**src/rtl/pipe_hazard_ctrl.sv**
```systemverilog
// ---------------------------------------------------------------------------
// pipe_hazard_ctrl
//
// Hazard and stall controller for a three-stage in-order RISC-V pipeline
// (fetch/decode, execute, memory/writeback). It detects load-use hazards
// between stages 1 and 2. It flushes the front end after a stage-3 PC
// redirect. It freezes the whole pipe while the memory/IO side requests a
// wait. Two optional performance counters are also provided.
//
// Optional feature macro: PIPE_PERF_CNT_EN
//   defined   -> cycle_cnt / inst_cnt are live 32-bit wrapping counters
//   undefined -> both counters read 0 and no counter flops are built
//
// Parameters
//   FLUSH_CYCLES  extra stage-1 flush cycles after a redirect (1..3)
//
// Ports
//   clk            sole clock, rising edge
//   rst            synchronous, active-high reset
//   inst_s1        instruction in fetch/decode
//   inst_s2        instruction in execute
//   redirect       stage-3 PC redirect (taken branch, JAL, JALR)
//   mem_stall_req  multi-cycle memory/IO wait request
//   retire_valid   stage 3 holds a real instruction
//   cnt_clr        counter clear strobe (MMIO)
//   stall_s1..s3   hold the corresponding pipeline register
//   flush_s1/s2    replace the stage's instruction with NOP
//   bubble_s2      insert a NOP into stage 2 while stage 1 holds
//   cycle_cnt      cycles since reset / last clear
//   inst_cnt       retired instructions since reset / last clear
// ---------------------------------------------------------------------------
module pipe_hazard_ctrl #(
    parameter int unsigned FLUSH_CYCLES = 1
) (
    input  logic        clk,
    input  logic        rst,
    input  logic [31:0] inst_s1,
    input  logic [31:0] inst_s2,
    input  logic        redirect,
    input  logic        mem_stall_req,
    input  logic        retire_valid,
    input  logic        cnt_clr,
    output logic        stall_s1,
    output logic        stall_s2,
    output logic        stall_s3,
    output logic        flush_s1,
    output logic        flush_s2,
    output logic        bubble_s2,
    output logic [31:0] cycle_cnt,
    output logic [31:0] inst_cnt
);

    // RV32I major opcodes that matter for register-use decoding
    localparam logic [6:0] OPC_LUI    = 7'b0110111;
    localparam logic [6:0] OPC_AUIPC  = 7'b0010111;
    localparam logic [6:0] OPC_JAL    = 7'b1101111;
    localparam logic [6:0] OPC_OP     = 7'b0110011;
    localparam logic [6:0] OPC_STORE  = 7'b0100011;
    localparam logic [6:0] OPC_BRANCH = 7'b1100011;

    localparam logic [1:0] FLUSH_LOAD = 2'(FLUSH_CYCLES);

    typedef enum logic [1:0] {
        RUN    = 2'd0,
        LSTALL = 2'd1,
        FLUSH  = 2'd2,
        MWAIT  = 2'd3
    } state_t;

    state_t     state, state_nxt;
    state_t     saved, saved_nxt;   // state interrupted by a memory wait
    state_t     eff_state;          // state whose rules apply this cycle
    logic [1:0] flush_cnt, flush_cnt_nxt;

    // -----------------------------------------------------------------------
    // Load-use detection
    // -----------------------------------------------------------------------
    logic [6:0] opc_s1;
    logic [4:0] rs1_s1, rs2_s1, rd_s2;
    logic       s2_is_load, s1_reads_rs1, s1_reads_rs2, load_use;

    assign opc_s1 = inst_s1[6:0];
    assign rs1_s1 = inst_s1[19:15];
    assign rs2_s1 = inst_s1[24:20];
    assign rd_s2  = inst_s2[11:7];

    // LOAD is the only major opcode with bits [6:2] all zero.
    assign s2_is_load   = (inst_s2[6:2] == 5'b00000);
    // U-type and JAL carry immediate bits in the rs1 field.
    assign s1_reads_rs1 = !((opc_s1 == OPC_LUI) || (opc_s1 == OPC_AUIPC) ||
                            (opc_s1 == OPC_JAL));
    assign s1_reads_rs2 = (opc_s1 == OPC_OP) || (opc_s1 == OPC_STORE) ||
                          (opc_s1 == OPC_BRANCH);

    assign load_use = s2_is_load && (rd_s2 != 5'd0) &&
                      ((s1_reads_rs1 && (rs1_s1 == rd_s2)) ||
                       (s1_reads_rs2 && (rs2_s1 == rd_s2)));

    // -----------------------------------------------------------------------
    // Next-state and output decode
    // -----------------------------------------------------------------------
    // While waiting on memory the saved state is the one that resumes, so
    // the cycle mem_stall_req drops already behaves as the interrupted state.
    assign eff_state = (state == MWAIT) ? saved : state;

    always_comb begin
        // NOTE: every output of this block is given a default first; a path
        // that skips an assignment would otherwise infer a latch.
        stall_s1      = 1'b0;
        stall_s2      = 1'b0;
        stall_s3      = 1'b0;
        flush_s1      = 1'b0;
        flush_s2      = 1'b0;
        bubble_s2     = 1'b0;
        state_nxt     = state;
        saved_nxt     = saved;
        flush_cnt_nxt = flush_cnt;

        if (rst) begin
            // Outputs stay low; the register block forces the reset state.
        end else if (mem_stall_req) begin
            // Highest priority: freeze everything, remember what we were doing.
            stall_s1  = 1'b1;
            stall_s2  = 1'b1;
            stall_s3  = 1'b1;
            state_nxt = MWAIT;
            if (state != MWAIT) begin
                saved_nxt = state;
            end
        end else begin
            state_nxt = RUN;
            saved_nxt = RUN;
            unique case (eff_state)
                RUN: begin
                    if (redirect) begin
                        flush_s1      = 1'b1;
                        flush_s2      = 1'b1;
                        state_nxt     = FLUSH;
                        flush_cnt_nxt = FLUSH_LOAD;
                    end else if (load_use) begin
                        stall_s1  = 1'b1;
                        bubble_s2 = 1'b1;
                        state_nxt = LSTALL;
                    end
                end
                LSTALL: begin
                    // The load has moved on; the held consumer is now safe.
                    if (redirect) begin
                        flush_s1      = 1'b1;
                        flush_s2      = 1'b1;
                        state_nxt     = FLUSH;
                        flush_cnt_nxt = FLUSH_LOAD;
                    end
                end
                FLUSH: begin
                    flush_s1 = 1'b1;
                    if (redirect) begin
                        // A fresh redirect also kills stage 2 and restarts
                        // the count.
                        flush_s2      = 1'b1;
                        state_nxt     = FLUSH;
                        flush_cnt_nxt = FLUSH_LOAD;
                    end else if (flush_cnt > 2'd1) begin
                        state_nxt     = FLUSH;
                        flush_cnt_nxt = flush_cnt - 2'd1;
                    end else begin
                        flush_cnt_nxt = 2'd0;
                    end
                end
                default: begin
                    // MWAIT is never saved; fall back to RUN.
                end
            endcase
        end
    end

    always_ff @(posedge clk) begin
        // NOTE: sequential state uses non-blocking assignments so every flop
        // samples the values from before this edge.
        if (rst) begin
            state     <= RUN;
            saved     <= RUN;
            flush_cnt <= 2'd0;
        end else begin
            state     <= state_nxt;
            saved     <= saved_nxt;
            flush_cnt <= flush_cnt_nxt;
        end
    end

    // -----------------------------------------------------------------------
    // Performance counters
    // -----------------------------------------------------------------------
`ifdef PIPE_PERF_CNT_EN
    always_ff @(posedge clk) begin
        if (rst || cnt_clr) begin
            cycle_cnt <= 32'd0;
            inst_cnt  <= 32'd0;
        end else begin
            cycle_cnt <= cycle_cnt + 32'd1;
            // A stalled stage 3 retires its instruction later, not now.
            if (retire_valid && !stall_s3) begin
                inst_cnt <= inst_cnt + 32'd1;
            end
        end
    end

    logic unused_bits;
    assign unused_bits = ^{inst_s1[31:25], inst_s1[14:7],
                           inst_s2[31:12], inst_s2[1:0]};
`else
    assign cycle_cnt = 32'd0;
    assign inst_cnt  = 32'd0;

    logic unused_bits;
    assign unused_bits = ^{inst_s1[31:25], inst_s1[14:7],
                           inst_s2[31:12], inst_s2[1:0],
                           retire_valid, cnt_clr};
`endif

endmodule

```
**config.mk**
```make
export PLATFORM = sky130hd
export DESIGN_NAME = pipe_hazard_ctrl
export DESIGN_NICKNAME = d
export VERILOG_FILES = /design/src/rtl/pipe_hazard_ctrl.sv
export SDC_FILE = /design/constraint.sdc
export NUM_CORES = 1
export LEC_CHECK = 0
export ABC_CLOCK_PERIOD_IN_PS = 1500
export BUFFER_PORTS_ARGS = -buffer_cell sky130_fd_sc_hd__buf_2
export CAP_MARGIN = 20
export CORE_ASPECT_RATIO = 1.4
export CORE_MARGIN = 4
export CORE_UTILIZATION = 30
export CTS_CLUSTER_DIAMETER = 40
export DETAILED_ROUTE_END_ITERATION = 7
export HOLD_SLACK_MARGIN = 0.15
export PLACE_DENSITY = 0.91
export RECOVER_POWER = 50
export SETUP_SLACK_MARGIN = 0.5
export SYNTH_ARGS = -nofsm -noshare
export SYNTH_HDL_FRONTEND = slang
export SYNTH_SLANG_ARGS = --single-unit
```
**constraint.sdc**
```tcl
create_clock -name clk -period 1.5 [get_ports clk]
set_clock_uncertainty 0.05 [all_clocks]
set_input_delay 0.075 -clock clk [delete_from_list [all_inputs] [get_ports clk]]
set_output_delay 0.075 -clock clk [all_outputs]
set_load 0.05 [all_outputs]
```
==> results of run 1 <==
## kinds of logic (layout without fill, tap and decap cells)
group,Yosys count,count (layout)
AO/OA/AOI/OAI,11,11
XOR/XNOR,10,10
buffers and inverters,69,59
flip-flops,6,6
other,1,64
AND/OR/NAND/NOR,31,31
## critical path: stages
cell and delay [ns]:
buf_6 0.10, xnor2_2 0.12, nand3_1 0.08, or4_1 0.52
a211o_1 0.34, nor2_4 0.13, buf_8 0.15
## cell usage after synthesis (3+ instances only)
cell     count
buf_4       65
xnor2_1      5
nor2_1       9
dfxtp_1      6
xor2_1       5
nand2_1      3
nand3_1      3
## registers in the layout, summed over array words and instances (netlist names)
name       count
flush_cnt      2
saved          2
state          2
## layout by cell type (no fill, tap or decap), drive strengths merged, types with 3 or more instances in the layout
cell and instances:
xor2 5, nor2 10, xnor2 5, clkbuf 4
conb 64, nand2 3, buf 50, nand3 3
inv 3, dfxtp 6, o21ai 3
## worst min path at each step
| stage | start | endpoint | slack, ns | cells past startpoint |
|---|---|---|---|---|
| global placement | rst | state[1] | 0.36 | 3 |
| global route | rst | flush_cnt[0] | 0.15 | 3 |
| finish | rst | flush_cnt[0] | 0.15 | 3 |
| detailed placement | rst | state[1] | 0.37 | 3 |
| CTS | rst | flush_cnt[0] | 0.14 | 3 |
| floorplan | rst | flush_cnt[0] | 0.1 | 1 |
## final cells by class
cell class / count / area [µm²]
tap: 39 / 48.80
multi-input combinational: 116 / 689.4
inverter: 3 / 11.26
sequential: 6 / 126.4
fill: 324 / 1775
timing repair buffer: 53 / 400.4
clock buffer: 3 / 41.29
## metrics by stage
stage	utilization, %	hold WS (ns)	total power [µW]	instance area, µm²
6_report	42.60	0.1472	1007	1318
5_1_grt	42.60	0.1542	1057	1318
4_1_cts	40.37	0.1373	989.0	1249
3_5_place_dp	34.26	0.3689	706.1	1060
3_3_place_gp	34.26	0.3562	701.4	1060
2_1_floorplan	-	0.09714	745.1	1242
## per-layer routing
metal | part of all wire (%) | wire length (µm)
met1 | 27 | 632
met2 | 54 | 1268
met3 | 15 | 353
met4 | 4.5 | 105
met5 | 0 | 0
## power breakdown
part | internal (µW) | switching (µW) | total, µW
clock network | 172 | 67.8 | 240
registers | 167 | 8.86 | 176
logic | 127 | 464 | 591
total | 467 | 540 | 1010
## what timing repair did
action                     CTS  global route
hold buffers                 2             0
resized for setup           29            13
pin swaps                   15            11
setup endpoints to repair   10            10
setup buffers                1             2
hold endpoints to repair     2             0
==> flow_summary.yaml, run 1 <==
logic_synthesis:
  synth_cell_types: 30
  synth_adder_area_share_pct: 0
  synth_top_cell_by_area: "buf_4"
  synthArstFlopShare_pct: 0
  synth_top_family_by_area: "buffers and inverters"
  synthSimpleGateAreaFrac_pct: 17.04
  synth_compound_area_share_pct: 8.126
  synth_edf_count: 0
  syn-instance-count: 128
  synth_flop_cell: "dfxtp_1"
  synth.avg_cell_area_um2: 7.458
  synth_seq_cells: 6
  synth_warnings: 0
  synthesis.area_um2: 954.7
  ys_seq_area_share_pct: 12.58
  synth.mux.area_fraction_pct: 0
  synthTopCellsByArea: "buf_4 (51%), dfxtp_1 (13%), xnor2_1 (4.6%)"
  synth_top_area_share_pct: 51.11
  synth_xor_area_share_pct: 9.174
placed_design:
  port_buffers: 36
  post-dp-hpwl_um: 1898
  pre_cts_slack_ns: -0.3013
  gp_congestion: 0.7315
  post-place-cells: 212
cts:
  clock_sinks: 6
  clock_path_buffers: 2
  ctsRootBufferMaster: "clkbuf_8"
  clkSlewWorstSetupHoldPaths_ns: 0.03
  ctsHtreeMaxLevel: 1
  numCtsBuffers: 3
  clk_latency_ns: 0.22
  cts_tree: "done"
setup_path:
  reg2reg_depth: 7
  r2r_setup_slack_ns: 0.11
  cp-startpoint: "inst_s1[21]"
  start_kind: "input pin"
  cp.required_ns: 1.37
  cp_max_fo: 3
  crit_type: "input pin to primary output"
  crit_path_end_kind: "primary output"
  reg2reg_to: "flush_cnt[0]"
  crit_end: "bubble_s2"
  arrival_ns: 1.51
  timing.rr.start: "saved[1]"
route:
  wl_per_cell_um: 10.72
  dr_total_vias: 854
  first_pass_iters: 4
  ant_nets: 0
  route.detailed.drc: 0
  routed_via_density: 3.882
  drt-total-wl_um: 2359
  drt_iter0_markers: 44
power:
  leakage_uw: 0.0006825
  power_density_nw_per_um2: 764.4
  peakVddDrop_mv: 0.2926
floorplanning:
  core_area_um2: 3093
  die_area_um2: 4161
  die_h_um: 74.75
  die_width_um: 55.68
  initial_core_util_pct: 30.87
  top_level_ports: 140
  rows: 24
sta:
  final.setup.tns_ns: -0.2436
  finalSetupViolations: 2
  finalCritPeriodShare_pct: 109.3
  max_clock_freq_ghz: 0.6099
  hold_violations: 0
  fin_crit_ns: 1.640
  drv_slew: 0
  layout_setup_ws_ns: -0.1397
  rsz0062_at_grt: "true"
final_layout:
  drive_above_1_share_pct: 41.99
  antennaDiodeCount: 0
  finalNonFillerCells: 220
  area_growth_pct: 38.01
  nets: 253
grt:
  grt_pass1_wl_um: 3346
  gr-total-overflow: 0
  grtUsageTotal_pct: 10.52
  first_global_vias: 768
  use_met2_pct: 21.05
  grt_use_met1_pct: 8.574
  busiest_layer: "met2"
  antenna_found_initial: 0
  grt_max_degree: 7
  met3_usage_pct: 3.774
run_status:
  violations: "setup timing"
  outcome: "finished with violations"
job:
  cap_violations: 0
hold_path:
  hold_class: "input pin to flop"
Power figures use the tool's default switching activity.
==> run 2, diff against run 1 <==
- ABC_AREA: unset -> 1
- ABC_CLOCK_PERIOD_IN_PS: 1500 -> unset
- CORE_MARGIN: 4 -> unset
- CORE_UTILIZATION: 30 -> 31
==> run 2 against run 1 <==
- the flow now finishes without violations
- non-clock buffer count shrank 13
- sequential share of layout area grew 0.58 points
- critical path depth grew 2
- clock-buffer cell count is the same
- sequential power is essentially flat
- fmax grew 9.6%
- largest power group unchanged
==> flow_summary.yaml, run 2 <==
run_status:
  outcome: "finished clean"
placed_design:
  post-dp-hpwl_um: 1657
  gp_congestion: 0.6934
  post-place-cells: 230
  pre_cts_slack_ns: 0.08542
  port_buffers: 36
cts:
  cts_tree: "done"
  clkSlewWorstSetupHoldPaths_ns: 0.04
  ctsHtreeMaxLevel: 1
  clk_latency_ns: 0.22
  clock_path_buffers: 2
  numCtsBuffers: 3
  ctsRootBufferMaster: "clkbuf_8"
  clock_sinks: 6
setup_path:
  cp.required_ns: 1.37
  cp_max_fo: 4
  path_common_cell: "nand2_2"
  start_kind: "flop"
  critical_path_buf_inv_count: 2
  crit_slowest_cell: "dfxtp_2"
  arrival_ns: 1.37
  crit_type: "flop to primary output"
  crit_path_end_kind: "primary output"
  cp_slowest_stage_delay_ns: 0.35
  crit_path_cell_trace: "nand2_2 -> nand2_2 -> nand2_2 -> inv_2 -> nand3b_1 -> nor2_1 -> nand2_2 -> nor2_4 -> buf_8"
  crit_family: "simple AND/OR/NAND/NOR gates"
route:
  first_pass_iters: 4
  ant_nets: 0
  drt-total-wl_um: 1963
  dr_total_vias: 874
  wl_per_cell_um: 8.318
  route.detailed.drc: 0
  drt_iter0_markers: 7
  routed_via_density: 3.703
grt:
  gr-total-overflow: 0
  grtUsageTotal_pct: 11.94
  grt_pass1_wl_um: 3111
  first_global_vias: 772
  grt_max_degree: 7
  antenna_found_initial: 0
logic_synthesis:
  synthesis.area_um2: 1028
  synth_flop_cell: "dfxtp_1"
  synth_cell_types: 23
  synthTopCellsByCount: "buf_4 (65), nand2_1 (24), inv_1 (15)"
  synth.mux.area_fraction_pct: 0
  synth.most_common_cell: "buf_4"
  ys_seq_area_share_pct: 11.68
  synth_top_family_by_area: "buffers and inverters"
  synth_compound_area_share_pct: 5.718
  synth_top_area_share_pct: 47.45
  synthTopCellsByArea: "buf_4 (47%), dfxtp_1 (12%), nand2_1 (8.8%)"
  synthSimpleGateAreaFrac_pct: 22.99
  synthArstFlopShare_pct: 0
  synth.avg_cell_area_um2: 6.593
  synth_warnings: 0
  synth_top_cell_by_area: "buf_4"
  synth_edf_count: 0
  synth_adder_area_share_pct: 0
  synth_xor_area_share_pct: 5.961
  syn-instance-count: 156
  synth_seq_cells: 6
floorplanning:
  die_h_um: 70.15
  rows: 24
  die_area_um2: 3555
  top_level_ports: 140
  core_area_um2: 3153
  die_width_um: 50.68
  initial_core_util_pct: 32.62
final_layout:
  layout_common_cells: "conb_1 (64), buf_2 (32), nand2_1 (19)"
  area_growth_pct: 17.15
  layout_commonest_cell: "conb_1"
  nets: 269
  drive_above_1_share_pct: 32.99
  finalNonFillerCells: 236
  top_regs: "flush_cnt x2, saved x2, state x2"
  antennaDiodeCount: 0
power:
  power_density_nw_per_um2: 822.0
  peakVddDrop_mv: 0.3108
  leakage_uw: 0.0007001
sta:
  max_clock_freq_ghz: 0.6684
  rsz0062_at_grt: "true"
  hold_violations: 0
  finalSetupViolations: 0
  fin_crit_ns: 1.496
  drv_slew: 0
  layout_setup_ws_ns: 0.003892
  finalCritPeriodShare_pct: 99.74
job:
  cap_violations: 0
hold_path:
  hold_class: "input pin to flop"
-- run 2: kinds of logic (layout without fill, tap and decap cells) --
kind of cell / Yosys count / after routing
other: 1 / 64
xor gates and xnor gates: 7 / 7
DFF: 6 / 6
and+or+nand+nor: 54 / 54
AOI/OAI and AO/OA: 7 / 7
buffers and inverters: 81 / 59
-- run 2: final timing paths --
| check | from | endpoint | slack [ns] | cells after the start |
|---|---|---|---|---|
| worst min-delay path | redirect | state[1] | 0.18 | 3 |
| worst max-delay path | state[0] | bubble_s2 | 0.004 | 9 |
| worst min register to register | flush_cnt[0] | flush_cnt[0] | 0.40 | 2 |
| worst max register to register | state[1] | flush_cnt[1] | 0.35 | 8 |
-- run 2: repair_timing --
action	4_1_cts	5_1_grt
endpoints found under the setup margin	8	8
hold buffers	1	0
gates cloned	0	0
setup buffers	1	1
gates resized for setup	14	10
pin swaps	1	4
endpoints found under the hold margin	2	0
-- run 2: layer usage --
layer / wire length, µm / share of wire (%) / global-route usage, % / vias to the layer above
met5: 0 / 0 / 0 / -
met4: 59 / 3.0 / 8.333 / 0
met3: 269 / 14 / 2.397 / 4
met2: 1028 / 52 / 23.11 / 76
met1: 605 / 31 / 10.25 / 367
li1: - / - / - / 427
-- run 2: final cells by class --
type                       count  area (µm²)
tap                           39       48.80
clock buffer                   3       41.29
multi-input combinational    132       671.9
fill                         341        1948
sequential                     6       122.6
timing repair buffer          40       260.3
inverter                      16       60.06
-- run 2: report_power, final --
part	internal [µW]	leakage, µW	switching (µW)	total (µW)
clock network	172	0.0000216	68.9	241
registers	169	0.0000497	5.95	175
logic	97.4	0.000629	477	574
-- run 2: tightest hold or removal path: stages --
cell	delay, ns
buf_2	0.17
o211ai_1	0.10
nand2_1	0.07
-- run 2: stage by stage --
step | setup TNS (ns) | cell area [µm²] | hold slack [ns] | util (%) | total power [µW]
floorplan | 0 | 1295 | 0.08744 | - | 764.7
global placement | 0 | 1044 | 0.3239 | 33.10 | 704.4
detailed placement | 0 | 1044 | 0.3281 | 33.10 | 709.9
CTS | -0.04722 | 1159 | 0.1750 | 36.75 | 976.1
global route | -0.1422 | 1205 | 0.2213 | 38.21 | 1041
finish | 0 | 1205 | 0.1801 | 38.21 | 990.5
